`src/rtl/systolic_pkg.sv`:
```
// Shared definitions for the 3x3 systolic feeder.
//   DATA_SIZE_DEFAULT : default element / stream width
//   N                 : array dimension
//   FEED_CYCLES       : cycles needed to push one skewed 3x3 operand set (2N-1)
//   CNT_W / IDX_W     : widths of the shared beat/phase counter and element index
//   state_t           : feeder sequencing states
package systolic_pkg;
  localparam int DATA_SIZE_DEFAULT = 8;
  localparam int N                 = 3;
  localparam int FEED_CYCLES       = 2 * N - 1;
  localparam int CNT_W             = 4;
  localparam int IDX_W             = $clog2(N);

  typedef enum logic [2:0] {
    S_LOAD,
    S_CLR,
    S_FEED,
    S_DRAIN,
    S_DONE
  } state_t;
endpackage

```
`src/rtl/systolic_feeder_3x3_if.sv`:
```
// Operand load interface for the systolic feeder: one A/B element pair per
// valid/ready beat, row-major order.
//   master : operand source (drives in_valid, in_a, in_b; sees in_ready)
//   slave  : feeder (sees in_valid, in_a, in_b; drives in_ready)
interface systolic_feeder_3x3_if #(
  parameter int DATA_SIZE = systolic_pkg::DATA_SIZE_DEFAULT
);
  logic                 in_valid;
  logic                 in_ready;
  logic [DATA_SIZE-1:0] in_a;
  logic [DATA_SIZE-1:0] in_b;

  modport master (output in_valid, output in_a, output in_b, input in_ready);
  modport slave  (input in_valid, input in_a, input in_b, output in_ready);
endinterface

```
`src/rtl/skew_mux.sv`:
```
// Selects element (t - OFFSET) of one stored row/column, or 0 when that index
// falls outside the vector or the feeder is not in its feed phase.
//   en   : feed phase active
//   t    : feed phase counter
//   vec  : N stored elements, index 0 first
//   elem : selected element
module skew_mux
  import systolic_pkg::*;
#(
  parameter int DATA_SIZE = DATA_SIZE_DEFAULT,
  parameter int OFFSET    = 0
) (
  input  logic                         en,
  input  logic [CNT_W-1:0]             t,
  input  logic [N-1:0][DATA_SIZE-1:0]  vec,
  output logic [DATA_SIZE-1:0]         elem
);
  logic [CNT_W-1:0] idx;

  // t < OFFSET wraps to a large unsigned value, so one bound check covers both ends.
  assign idx = t - CNT_W'(OFFSET);

  always_comb begin
    elem = '0;
    if (en && (idx < CNT_W'(N))) begin
      elem = vec[idx[IDX_W-1:0]];
    end
  end
endmodule

```
`src/rtl/systolic_feeder_3x3.sv`:
```
// Operand sequencer for a 3x3 output-stationary systolic array.
// Buffers A and B (9 beats), clears the array accumulators for one cycle,
// feeds diagonally skewed row streams (a1..a3) and column streams (b1..b3),
// waits for the array to drain and pulses done. All outputs are registered.
//   clk, reset      : clock, asynchronous active-low reset
//   in_if (slave)   : in_valid / in_ready / in_a / in_b load handshake
//   a1..a3, b1..b3  : left-edge and top-edge array streams
//   arr_clr         : one-cycle accumulator clear for the array
//   busy            : high whenever not loading
//   done            : one-cycle pulse, array outputs hold A x B
module systolic_feeder_3x3
  import systolic_pkg::*;
#(
  parameter int DATA_SIZE    = DATA_SIZE_DEFAULT,
  parameter int DRAIN_CYCLES = 3
) (
  input  logic                  clk,
  input  logic                  reset,
  systolic_feeder_3x3_if.slave  in_if,
  output logic [DATA_SIZE-1:0]  a1,
  output logic [DATA_SIZE-1:0]  a2,
  output logic [DATA_SIZE-1:0]  a3,
  output logic [DATA_SIZE-1:0]  b1,
  output logic [DATA_SIZE-1:0]  b2,
  output logic [DATA_SIZE-1:0]  b3,
  output logic                  arr_clr,
  output logic                  busy,
  output logic                  done
);
  state_t                            state_q, state_d;
  logic [CNT_W-1:0]                  cnt_q, cnt_d;
  logic [N*N-1:0][DATA_SIZE-1:0]     a_buf_q, a_buf_d;
  logic [N*N-1:0][DATA_SIZE-1:0]     b_buf_q, b_buf_d;
  logic [N-1:0][DATA_SIZE-1:0]       a_q, a_d;
  logic [N-1:0][DATA_SIZE-1:0]       b_q, b_d;
  logic                              in_ready_q, in_ready_d;
  logic                              arr_clr_q, arr_clr_d;
  logic                              busy_q, busy_d;
  logic                              done_q, done_d;
  logic                              feed_d;

  // cnt counts load beats in LOAD, the phase t in FEED and drain cycles in DRAIN.
  always_comb begin
    state_d = state_q;
    cnt_d   = cnt_q;
    a_buf_d = a_buf_q;
    b_buf_d = b_buf_q;
    case (state_q)
      S_LOAD: begin
        if (in_if.in_valid && in_ready_q) begin
          a_buf_d[cnt_q] = in_if.in_a;
          b_buf_d[cnt_q] = in_if.in_b;
          if (cnt_q == CNT_W'(N * N - 1)) begin
            state_d = S_CLR;
            cnt_d   = '0;
          end else begin
            cnt_d = cnt_q + CNT_W'(1);
          end
        end
      end
      S_CLR: begin
        state_d = S_FEED;
        cnt_d   = '0;
      end
      S_FEED: begin
        if (cnt_q == CNT_W'(FEED_CYCLES - 1)) begin
          state_d = S_DRAIN;
          cnt_d   = '0;
        end else begin
          cnt_d = cnt_q + CNT_W'(1);
        end
      end
      S_DRAIN: begin
        if (cnt_q == CNT_W'(DRAIN_CYCLES - 1)) begin
          state_d = S_DONE;
          cnt_d   = '0;
        end else begin
          cnt_d = cnt_q + CNT_W'(1);
        end
      end
      S_DONE: begin
        state_d = S_LOAD;
        cnt_d   = '0;
      end
      default: begin
        state_d = S_LOAD;
        cnt_d   = '0;
      end
    endcase
  end

  // Outputs are decoded from the next state so the registered values line up
  // with the state they describe.
  assign feed_d     = (state_d == S_FEED);
  assign in_ready_d = (state_d == S_LOAD);
  assign arr_clr_d  = (state_d == S_CLR);
  assign busy_d     = (state_d != S_LOAD);
  assign done_d     = (state_d == S_DONE);

  // Lane i: row i of A with skew i, column i of B with skew i.
  for (genvar i = 0; i < N; i++) begin : g_lane
    logic [N-1:0][DATA_SIZE-1:0] b_col;
    for (genvar r = 0; r < N; r++) begin : g_col
      assign b_col[r] = b_buf_q[r * N + i];
    end
    skew_mux #(.DATA_SIZE(DATA_SIZE), .OFFSET(i)) u_a_mux (
      .en   (feed_d),
      .t    (cnt_d),
      .vec  (a_buf_q[i * N +: N]),
      .elem (a_d[i])
    );
    skew_mux #(.DATA_SIZE(DATA_SIZE), .OFFSET(i)) u_b_mux (
      .en   (feed_d),
      .t    (cnt_d),
      .vec  (b_col),
      .elem (b_d[i])
    );
  end

  always_ff @(posedge clk or negedge reset) begin
    if (!reset) begin
      state_q    <= S_LOAD;
      cnt_q      <= '0;
      a_buf_q    <= '0;
      b_buf_q    <= '0;
      a_q        <= '0;
      b_q        <= '0;
      in_ready_q <= 1'b1;
      arr_clr_q  <= 1'b0;
      busy_q     <= 1'b0;
      done_q     <= 1'b0;
    end else begin
      state_q    <= state_d;
      cnt_q      <= cnt_d;
      a_buf_q    <= a_buf_d;
      b_buf_q    <= b_buf_d;
      a_q        <= a_d;
      b_q        <= b_d;
      in_ready_q <= in_ready_d;
      arr_clr_q  <= arr_clr_d;
      busy_q     <= busy_d;
      done_q     <= done_d;
    end
  end

  assign in_if.in_ready = in_ready_q;
  assign a1      = a_q[0];
  assign a2      = a_q[1];
  assign a3      = a_q[2];
  assign b1      = b_q[0];
  assign b2      = b_q[1];
  assign b3      = b_q[2];
  assign arr_clr = arr_clr_q;
  assign busy    = busy_q;
  assign done    = done_q;
endmodule

```
`src/flat_wrapper.sv`:
```
// flat-port wrapper written by rule: the top's interface ports become plain ports
module systolic_feeder_3x3_flat import systolic_pkg::*;
#(
  parameter int DATA_SIZE    = DATA_SIZE_DEFAULT,
  parameter int DRAIN_CYCLES = 3
)
  (clk, reset, a1, a2, a3, b1, b2, b3, arr_clr, busy, done, in_if_in_valid, in_if_in_a, in_if_in_b, in_if_in_ready);
  systolic_feeder_3x3_if #(.DATA_SIZE(DATA_SIZE)) in_if_i ();
  input  logic clk;
  input  logic reset;
  output logic [DATA_SIZE-1:0] a1;
  output logic [DATA_SIZE-1:0] a2;
  output logic [DATA_SIZE-1:0] a3;
  output logic [DATA_SIZE-1:0] b1;
  output logic [DATA_SIZE-1:0] b2;
  output logic [DATA_SIZE-1:0] b3;
  output logic arr_clr;
  output logic busy;
  output logic done;
  input wire logic [$bits(in_if_i.in_valid)-1:0] in_if_in_valid;
  input wire logic [$bits(in_if_i.in_a)-1:0] in_if_in_a;
  input wire logic [$bits(in_if_i.in_b)-1:0] in_if_in_b;
  output wire logic [$bits(in_if_i.in_ready)-1:0] in_if_in_ready;
  assign in_if_i.in_valid = in_if_in_valid;
  assign in_if_i.in_a = in_if_in_a;
  assign in_if_i.in_b = in_if_in_b;
  assign in_if_in_ready = in_if_i.in_ready;
  systolic_feeder_3x3 #(.DATA_SIZE(DATA_SIZE), .DRAIN_CYCLES(DRAIN_CYCLES)) u_core (.clk(clk), .reset(reset), .in_if(in_if_i), .a1(a1), .a2(a2), .a3(a3), .b1(b1), .b2(b2), .b3(b3), .arr_clr(arr_clr), .busy(busy), .done(done));
endmodule
```
`config.mk`:
```
export PLATFORM = sky130hd
export DESIGN_NAME = systolic_feeder_3x3_flat
export DESIGN_NICKNAME = d
export VERILOG_FILES = /design/src/rtl/systolic_pkg.sv /design/src/rtl/systolic_feeder_3x3_if.sv /design/src/rtl/skew_mux.sv /design/src/rtl/systolic_feeder_3x3.sv /design/src/flat_wrapper.sv
export SDC_FILE = /design/constraint.sdc
export NUM_CORES = 1
export LEC_CHECK = 0
export CAP_MARGIN = 10
export CORE_MARGIN = 5
export CORE_UTILIZATION = 30
export CTS_CLUSTER_DIAMETER = 100
export DETAILED_ROUTE_END_ITERATION = 10
export HOLD_SLACK_MARGIN = 0.1
export PLACE_DENSITY = 0.58
export SETUP_SLACK_MARGIN = 0.4
export SYNTH_ARGS = -nofsm -noshare
export SYNTH_HDL_FRONTEND = slang
export SYNTH_SLANG_ARGS = --single-unit
```
`constraint.sdc`:
```
create_clock -name clk -period 4.77 [get_ports clk]
set_input_delay 0.477 -clock clk [delete_from_list [all_inputs] [get_ports clk]]
set_output_delay 0.477 -clock clk [all_outputs]
set_load 0.05 [all_outputs]
```
* Word-level counts from Yosys, hierarchy flattened
Index checks and enable logic that the tools add are counted.
Word-level totals: output and inout bits 52, bits in registers 203
Operators by class: equality and inequality tests 9, order comparisons 8, mux-type cells 32, add/subtract/negate cells 3, reduce and logical (&&, ||, !) cells 9
Operator list (count):
- $bwmux 72 | 2
- $mux 8 | 13
- $bmux 8 s2 | 6
- $demux 8 s4 | 1
- $mux 4 | 4
- $lt 4x2->1 const B | 3
- $mux 3 | 4
- $pmux 3 s4 | 1
- $pmux 4 s3 | 1
- $eq 3x2->1 const B | 3
- $lt 2x3->1 const B | 3
- $eq 3x1->1 const B | 2
- $logic_not 3->1 | 2
- $logic_and 1x1->1 | 5
- $lt 4x5->1 const B | 1
- $add 4x1->4 const B | 1
- $eq 4x2->1 const B | 1
- $eq 4x3->1 const B | 1
- $eq 4x4->1 const B | 1
- $ge 4x1->1 const B | 1
- $sub 4x1->4 const B | 1
- $sub 4x2->4 const B | 1
- $eq 3x3->1 const B | 1
- $reduce_bool 3->1 | 1
- $reduce_and 2->1 | 1

* Longest topological paths before layout
Gate-level depths: netlist of the first run.
word-level depth 8, mapped depth 14, depth with buffers taken out 11

* Modules after synthesis
A second synthesis of the first run with hierarchy kept.
Unflattened totals: cell total of the unflattened synthesis 632, area total of the unflattened synthesis 9043.7 um2
Modules (own cells, without submodules):
- systolic_feeder_3x3 | cells an instance 414, area each 7186.9 um2, instances 1, seq. area each 5081.1 um2
- skew_mux (u_core.g_lane[2].u_a_mux ...) | cells an instance 34, area each 319.1 um2, instances 2, seq. area each 0.0 um2
- skew_mux (u_core.g_lane[1].u_a_mux ...) | cells an instance 37, area each 307.8 um2, instances 2, seq. area each 0.0 um2
- skew_mux (u_core.g_lane[0].u_a_mux ...) | cells an instance 38, area each 301.5 um2, instances 2, seq. area each 0.0 um2

* Least setup slack after synthesis of the first run
OpenSTA, ideal clock, no wires.
path type flip-flop to flip-flop, start register u_core.cnt_q[0], end register u_core.a_q (netlist bit u_core.a1[0]), period minus slack after synthesis 3364 ps, setup time 73 ps, cell stages (with the launch flop) 14, arrival 3291 ps, setup slack 1406 ps, cell sequence dfrtp_1 inv_1 ha_1 or3b_4 a32oi_4 a21oi_2 nor2_2 clkbuf_1 inv_1 ha_1 or4_4 buf_6 buf_6 a21oi_2
RTL lines:
- from (decl) | RTL line systolic_feeder_3x3.sv:31 | logic [CNT_W-1:0] cnt_q, cnt_d;
- from (signal assigned) | RTL line systolic_feeder_3x3.sv:134 | cnt_q <= cnt_d;
- to (signal assigned) | RTL line systolic_feeder_3x3.sv:126 | a_q <= '0;
- to (signal assigned) | RTL line systolic_feeder_3x3.sv:137 | a_q <= a_d;
- to (decl) | RTL line systolic_feeder_3x3.sv:34 | logic [N-1:0][DATA_SIZE-1:0] a_q, a_d;

==> results.toml, run 1 <==
[finish]
final_layout_size_suffix_gt1_share_pct = 29.00
num-fill-cells = 2912
final_cell_mix = "dfrtp_1, mux2_2, clkdlybuf4s50_1, nand2_1"
antenna_cells = 0
syn_to_final_growth_pct = 20.49
seqCellArea_sq_um = 5081
num-nets-final = 803
multi_input_area_sq_um = 3627
final_common_cell = "dfrtp_1"
stdcell_area_sq_um = 10810

[floorplanning]
die_area_sq_um = 33470
row_count = 63
ios = 71
core_sq_um = 29560
die_h_um = 182.9
start_util_pct = 30.35
die_x_um = 182.9

[setup_path]
r2r-end = "u_core.b2[1]$_DFF_PN0_"
crit_buf_inv = 1
path_cells = "inv_1 -> ha_1 -> or3b_4 -> nand2_1 -> o32a_1 -> ha_1 -> a21boi_0 -> nand2_1 -> a211oi_1"
r2r_start = "u_core.cnt_q[0]$_DFF_PN0_"
path_class = "flop to flop"
ff2ff_path_depth = 9
arrival_ns = 4.06
cp_slowest_cell = "o32a_1"
critPathTopFamily = "compound AO/OA/AOI/OAI gates"
cp_data_required_time_ns = 5.16
reg2reg_slack_ns = 1.09
end_kind = "flop"
cpPeakStageDelay_ns = 0.62
startpoint_type = "flop"
crit_fanout = 16

[sta]
finalHoldViolations = 0
fin_skew_ns = 0.01350
worst_pin_slew_ns = 1.008
min_period_over_period_pct = 77.05
layout_min_cycle_time_ns = 3.675
timing.hold.ws_ns = 0.5010
setup_tns_ns = 0
rsz0062_at_grt = "false"
max_freq_ghz = 0.2721
relSlewSlack_pct = 32.80
drv_slew = 0
setup_violations = 0

[drt]
ant_nets = 0
via_per_inst = 5.063
drc_errors = 0
via_count = 5990
dr.pass1.iters = 4
avgRoutedWirePerCell_um = 19.59
finalWirelength_mm = 23.17
drt_iter0_markers = 387

[logic_synthesis]
ys_types = 48
async_reset_ff_share_pct = 100.0
synth_edf_count = 0
netlist_instances = 716
synth_nets = 744
yosys-top-cells-area = "dfrtp_1, mux2_2, a21o_1, nand2_1, nand3_1"
ys_warn_count = 0
yosysTopAreaCell = "dfrtp_1"
synthFlopType = "dfrtp_1"
syn_avg_cell_area_sq_um = 12.53
synth_seq_area_share_pct = 56.63
syn_area_sq_um = 8972
synth_top_area_share_pct = 56.34
synth-seq-cells = 203

[grt]
grt_pass1_wl_mm = 36.58
grt_antenna_before_repair = 0
grt_pass1_vias = 6198
grt_remaining_overflow = 0
grt_start_max_net_pins = 109
grt_usage_pct = 13.70

[flow_run]
max_cap_viol_count = 0

[clock_network]
clk_latency_ns = 0.51
cts_root_buf = "clkbuf_16"
cts_tree = "built"
cts_sinks = 203
cts_max_path_buffers = 3
cts_max_level = 1
cts_resized = 0
path_clk_slew_ns = 0.06
numCtsBuffers = 24

[place]
place_area_sq_um = 10020
portBuffers = 70
dpl.hpwl_mm = 14.03
place.gp.congestion = 0.7939

[min_path]
holdPathEnd = "u_core.b_buf_q[41]$_DFFE_PN0P_"
hold_path.startpoint = "u_core.b_buf_q[41]$_DFFE_PN0P_"
holdPathStages = 1
hold_class = "flop to flop"

[status]
status = "complete, no violations"
==> timing repair <==
action,in CTS,in global routing
setup endpoints to repair,0,0
setup buffers,0,0
hold buffers,1,0
hold endpoints to repair,31,0
==> cell families (layout without fill, tap and decap cells) <==
group / after synthesis / after routing / synth area share (%)
DFF: 203 / 203 / 56.63
AOI/OAI and AO/OA: 158 / 158 / 12.45
muxes: 145 / 145 / 18.18
and+or+nand+nor: 142 / 142 / 8.186
buffers and inverters: 56 / 133 / 2.998
adders and majority gates: 9 / 9 / 1.255
xor gates and xnor gates: 3 / 3 / 0.2929
==> sequential cells by signal, indices dropped and copies added (netlist names) <==
signal and count:
u_core.a1 8, u_core.a_buf_q 72, u_core.b1 8, u_core.b_buf_q 72, u_core.b2 8, u_core.in_if.in_ready 1, u_core.arr_clr 1, u_core.state_q 3
u_core.done 1, u_core.a2 8, u_core.cnt_q 4, u_core.busy 1, u_core.a3 8, u_core.b3 8
==> final cells by class <==
type	count	area share (%)
Multi-Input combinational cell	457	33.55
Tap cell	390	4.514
Timing Repair Buffer	82	7.488
Clock buffer	40	6.956
Sequential cell	203	47.00
Clock inverter	4	0.2199
Inverter	7	0.2662
==> synth_stat cells (7+ instances only) <==
| cell | instances |
|---|---|
| a211oi_1 | 7 |
| a211oi_2 | 10 |
| a21o_1 | 35 |
| a21oi_1 | 23 |
| a21oi_2 | 11 |
| a22oi_1 | 16 |
| a31oi_1 | 16 |
| buf_2 | 12 |
| clkbuf_1 | 28 |
| dfrtp_1 | 202 |
| ha_1 | 9 |
| mux2_2 | 144 |
| nand2_1 | 58 |
| nand2b_1 | 16 |
| nand3_1 | 36 |
| o21ai_0 | 33 |
==> worst max path at each step <==
stage	startpoint	depth (start not counted)	end
after floorplan	u_core.cnt_q[0]$_DFF_PN0_	13	u_core.a1[0]$_DFF_PN0_
after global placement	in_if_in_valid	8	u_core.b2[0]$_DFF_PN0_
after detailed placement	in_if_in_valid	8	u_core.b2[1]$_DFF_PN0_
after CTS	u_core.cnt_q[0]$_DFF_PN0_	9	u_core.b2[1]$_DFF_PN0_
after global routing	u_core.cnt_q[0]$_DFF_PN0_	9	u_core.b2[1]$_DFF_PN0_
final	u_core.cnt_q[0]$_DFF_PN0_	9	u_core.b2[1]$_DFF_PN0_
==> metrics by stage <==
stage          instances  utilization, %  worst slack [ns]
3_5_place_dp        1138           33.91             1.082
2_1_floorplan        716               -             1.406
4_1_cts             1183           36.57             1.088
5_1_grt             1183           36.57            0.7236
3_3_place_gp        1138           33.91             1.226
6_report            1183           36.57             1.095
==> metal layers <==
metal / part of all wire, % / GRT usage [%]
met4: 1.7 / 3.397
met3: 3.7 / 2.221
met1: 47 / 19.04
met2: 48 / 22.53
met5: 0 / 0
Power of run 1 is not shown: default switching activity piles up to over one toggle a cycle in this logic, so the estimate is an artifact.
==> run 2, diff against run 1 <==
Clock period 4.77 ns to 3.7 ns, I/O delays scaled along.
==> run 2 against run 1 <==
Wire length is 0.70% higher. Highest routed layer unchanged. Flip-flop and latch count stayed put. Critical endpoint is now u_core.b2[0]$_DFF_PN0_. Non-clock buffer count is 11 higher. Global-route usage is 0.19 points higher. Die area stayed put.
==> results.toml, run 2 (synthesis gave the netlist of run 1 again) <==
[status]
status = "complete, no violations"

[finish]
final_layout_size_suffix_gt1_share_pct = 30.25
final_common_cell = "dfrtp_1"
stdcell_area_sq_um = 10860
num-nets-final = 813
largestRegisters = "u_core.a_buf_q (72), u_core.b_buf_q (72)"
syn_to_final_growth_pct = 21.09
final_cell_mix = "dfrtp_1, mux2_2, clkdlybuf4s50_1, nand2_1"
antenna_cells = 0
num-fill-cells = 2897

[sta]
layout_min_cycle_time_ns = 3.099
fin_ws_ns = 0.6014
rsz0062_at_grt = "true"
fin_skew_ns = 0.01234
min_period_over_period_pct = 83.75
drv_slew = 0
worst_pin_slew_ns = 0.9186
setup_tns_ns = 0
max_freq_ghz = 0.3227
finalHoldViolations = 0
setup_violations = 0
relSlewSlack_pct = 38.61
timing.hold.ws_ns = 0.4967

[drt]
drc_errors = 0
drt_iter0_markers = 352
finalWirelength_mm = 23.33
avgRoutedWirePerCell_um = 19.61
via_count = 5953
via_per_inst = 5.003
ant_nets = 0
dr.pass1.iters = 4

[place]
place_area_sq_um = 10120
place.gp.congestion = 0.7677
post-place-ws_ns = 0.4351
dpl.hpwl_mm = 14.47
portBuffers = 70

[floorplanning]
ios = 71
start_util_pct = 30.35
core_sq_um = 29560
die_x_um = 182.9
row_count = 63
die_area_sq_um = 33470
die_h_um = 182.9

[setup_path]
ff2ff_path_depth = 9
path_cells = "inv_1 -> ha_1 -> or3b_4 -> nand2_1 -> o32a_1 -> buf_4 -> ha_1 -> a21o_1 -> a211oi_1"
crit_fanout = 16
end_kind = "flop"
crit_top_cell = "ha_1"
arrival_ns = 3.43
cp_slowest_cell = "a21o_1"
cpPeakStageDelay_ns = 0.68
startpoint_type = "flop"
reg2reg_slack_ns = 0.60
path_class = "flop to flop"
cp_data_required_time_ns = 4.03

[clock_network]
cts_sinks = 203
cts_max_level = 1
path_clk_slew_ns = 0.06
cts_tree = "built"
numCtsBuffers = 23
cts_root_buf = "clkbuf_16"
post_cts_buffers = 0
cts_max_path_buffers = 3
clk_latency_ns = 0.50

[grt]
grt_pass1_vias = 6093
grt_start_max_net_pins = 95
grt_pass1_wl_mm = 36.95
grt_antenna_before_repair = 0
grt_usage_pct = 13.89
grt_remaining_overflow = 0

[min_path]
hold_class = "flop to flop"
holdPathStages = 1

[flow_run]
max_cap_viol_count = 0
[run 2: cell count changes in the layout (fill, tap and decap cells not counted), sizes merged]
cell	delta
clkinvlp	+1
clkbuf	-5
inv	-1
clkinv	+1
buf	+11
[run 2: metrics by stage]
step	util (%)	cells
2_1_floorplan	-	716
6_report	36.75	1190
3_3_place_gp	34.23	1149
5_1_grt	36.75	1190
4_1_cts	36.73	1190
3_5_place_dp	34.23	1149
[run 2: final timing paths]
check	from	endpoint
setup / recovery	u_core.cnt_q[0]$_DFF_PN0_	u_core.b2[0]$_DFF_PN0_
hold / removal	u_core.b_buf_q[45]$_DFFE_PN0P_	u_core.b_buf_q[45]$_DFFE_PN0P_
setup reg to reg	u_core.cnt_q[0]$_DFF_PN0_	u_core.b2[0]$_DFF_PN0_
hold reg to reg	u_core.b_buf_q[45]$_DFFE_PN0P_	u_core.b_buf_q[45]$_DFFE_PN0P_
max in group asynchronous	reset	u_core.in_if.in_ready$_DFF_PN1_
min in group asynchronous	reset	u_core.a2[7]$_DFF_PN0_
[run 2: final cells by class]
class                   instances  area [sq um]  area share [%]
flip-flops and latches        203          5081           46.77
multi-input cells             457          3630           33.41
repair buffers                 93         908.4           8.361
clock buffers                  35         700.7           6.449
well taps                     390         488.0           4.492
inverters                       7         28.78          0.2649
clock inverters                 5         27.53          0.2534
[run 2: per-layer routing]
| layer | routed length (um) | global-route usage (%) | part of all wire, % | up-vias |
|---|---|---|---|---|
| met5 | 0 | 0 | 0 | - |
| met2 | 10710 | 21.88 | 46 | 119 |
| met4 | 542 | 3.933 | 2.3 | 0 |
| met1 | 11100 | 19.92 | 48 | 3088 |
| met3 | 974 | 2.241 | 4.2 | 37 |
| li1 | - | - | - | 2709 |
[run 2: worst max-delay path, delay by kind of cell, from the launching register on]
family / cells / cell delay, ns
AOI/OAI and AO/OA: 3 / 1.16
and+or+nand+nor: 2 / 0.52
DFF: 1 / 0.47
adders and majority gates: 2 / 0.42
buffers and inverters: 2 / 0.35
[run 2: repair_timing]
action	CTS	global route
endpoints found under the setup margin	0	19
resized for setup	0	2
hold buffers	1	0
hold endpoints to repair	92	0
Power of run 2 is left out for the same reason.
==> run 3, diff against run 2 <==
Settings changed: PLACE_DENSITY 0.58 to 0.59.
Clock period 3.7 ns to 2.8 ns, I/O delays scaled along.
==> run 3 against run 2 <==
Non-clock buffer count up 28. Worst hold slack worse by 0.17 ns. Clock skew up 0.0042 ns. Register-to-register slack worse by 0.45 ns. Worst setup slack worse by 0.45 ns. Wire length up 1.1%. Sequential share of layout area down 2.2 points. Core utilization up 1.8 points. Count of clock-buffer cells in the layout down 1. Fmax up 17%. Critical path depth up 2. Via count up 1.6%.
==> results.toml, run 3 (synthesis gave the netlist of run 1 again) <==
[status]
status = "complete, no violations"

[sta]
rsz0062_at_grt = "true"
relSlewSlack_pct = 60.29
max_freq_ghz = 0.3778
setup_violations = 0
drv_slew = 0
fin_skew_ns = 0.01655
min_period_over_period_pct = 94.53
finalHoldViolations = 0
layout_min_cycle_time_ns = 2.647
worst_pin_slew_ns = 0.5956

[drt]
via_per_inst = 4.958
via_count = 6049
avgRoutedWirePerCell_um = 19.33
dr.pass1.iters = 6
ant_nets = 0
drc_errors = 0
drt_iter0_markers = 352
finalWirelength_mm = 23.58

[floorplanning]
start_util_pct = 30.35
row_count = 63
ios = 71
die_h_um = 182.9
core_sq_um = 29560
die_x_um = 182.9
die_area_sq_um = 33470

[place]
placed_cells = 1168
portBuffers = 70
place.gp.congestion = 0.7739
dpl.hpwl_mm = 14.74
place_area_sq_um = 10360

[clock_network]
numCtsBuffers = 24
path_clk_slew_ns = 0.06
clk_latency_ns = 0.52
cts_max_path_buffers = 3
cts_root_buf = "clkbuf_16"
cts_max_level = 1
cts_sinks = 203
cts_tree = "built"

[grt]
grt_remaining_overflow = 0
grt_start_max_net_pins = 70
grt_pass1_vias = 6476
grt_usage_pct = 13.98
grt_antenna_before_repair = 0
grt_pass1_wl_mm = 37.61

[finish]
final_cell_mix = "dfrtp_1, mux2_2, clkdlybuf4s50_1, nand2_1, buf_4"
seqCellArea_sq_um = 5084
stdcell_count = 1220
antenna_cells = 0
final_common_cell = "dfrtp_1"
final_layout_size_suffix_gt1_share_pct = 36.99
largestRegisters = "u_core.a_buf_q (72), u_core.b_buf_q (72)"
num-nets-final = 843
syn_to_final_growth_pct = 27.11
num-fill-cells = 2837
multi_input_area_sq_um = 3855
stdcell_area_sq_um = 11400

[setup_path]
startpoint_type = "flop"
crit_fanout = 8
cp_data_required_time_ns = 3.23
end_kind = "flop"
arrival_ns = 3.08
path_class = "flop to flop"

[min_path]
hold_class = "input port to async pin"

[flow_run]
max_cap_viol_count = 0
run 3: changes by cell type in the layout (fill, tap and decap cells not counted), sizes merged:
cell,delta
bufinv,+2
clkbuf,-1
inv,+1
buf,+28
clkinvlp,-1
or4,+1
run 3: metal layers:
| metal | up-vias | part of all wire, % | global-route usage (%) |
|---|---|---|---|
| met5 | - | 0 | 0 |
| met4 | 0 | 2.5 | 4.201 |
| met3 | 41 | 3.5 | 2.122 |
| met2 | 106 | 48 | 22.69 |
| met1 | 3122 | 46 | 19.45 |
| li1 | 2780 | - | - |
run 3: what timing repair did:
action                                 CTS  global route
pin swaps                                6             3
cloned                                   2             0
hold buffers                             1             0
setup buffers                            7             1
endpoints found under the hold margin   65             0
resized for setup                       32            13
setup endpoints to repair               48            48
run 3: stage by stage:
step / hold WS [ns] / util [%] / setup slack, ns / TNS [ns]
floorplan: -0.01559 / - / -0.09430 / -1.078
global placement: 0.3310 / 35.06 / 0.06784 / 0
detailed placement: 0.3284 / 35.06 / -0.07926 / -0.1566
CTS: 0.3500 / 38.35 / 0.1647 / 0
global route: 0.3775 / 38.58 / 0.07850 / 0
finish: 0.3260 / 38.58 / 0.1531 / 0
run 3: cell type report:
class / instances / share of cell area (%)
clock inverters: 7 / 0.8996
clock buffers: 34 / 5.683
multi-input cells: 458 / 33.80
well taps: 390 / 4.279
inverters: 7 / 0.2743
repair buffers: 121 / 10.49
flip-flops and latches: 203 / 44.57
run 3: final timing paths:
kind | cells after the start | startpoint | to | slack, ns
worst max-delay path | 11 | u_core.cnt_q[0]$_DFF_PN0_ | u_core.a1[5]$_DFF_PN0_ | 0.15
worst min-delay path | 2 | reset | u_core.cnt_q[0]$_DFF_PN0_ | 0.33
worst max register to register | 11 | u_core.cnt_q[0]$_DFF_PN0_ | u_core.a1[5]$_DFF_PN0_ | 0.15
worst min register to register | 1 | u_core.b_buf_q[44]$_DFFE_PN0P_ | u_core.b_buf_q[44]$_DFFE_PN0P_ | 0.50
max in group asynchronous | 3 | reset | u_core.b_buf_q[15]$_DFFE_PN0P_ | 1.64
min in group clk | 1 | u_core.b_buf_q[44]$_DFFE_PN0P_ | u_core.b_buf_q[44]$_DFFE_PN0P_ | 0.50
run 3: worst max-delay path: stages (launching register included):
cell     delay (ns)
dfrtp_2        0.40
inv_2          0.08
ha_4           0.12
or3b_4         0.39
a32oi_4        0.25
a21oi_4        0.10
nor2_4         0.10
buf_6          0.11
inv_4          0.03
ha_4           0.16
or4_4          0.62
a21oi_2        0.17
Power of run 3 is left out for the same reason.
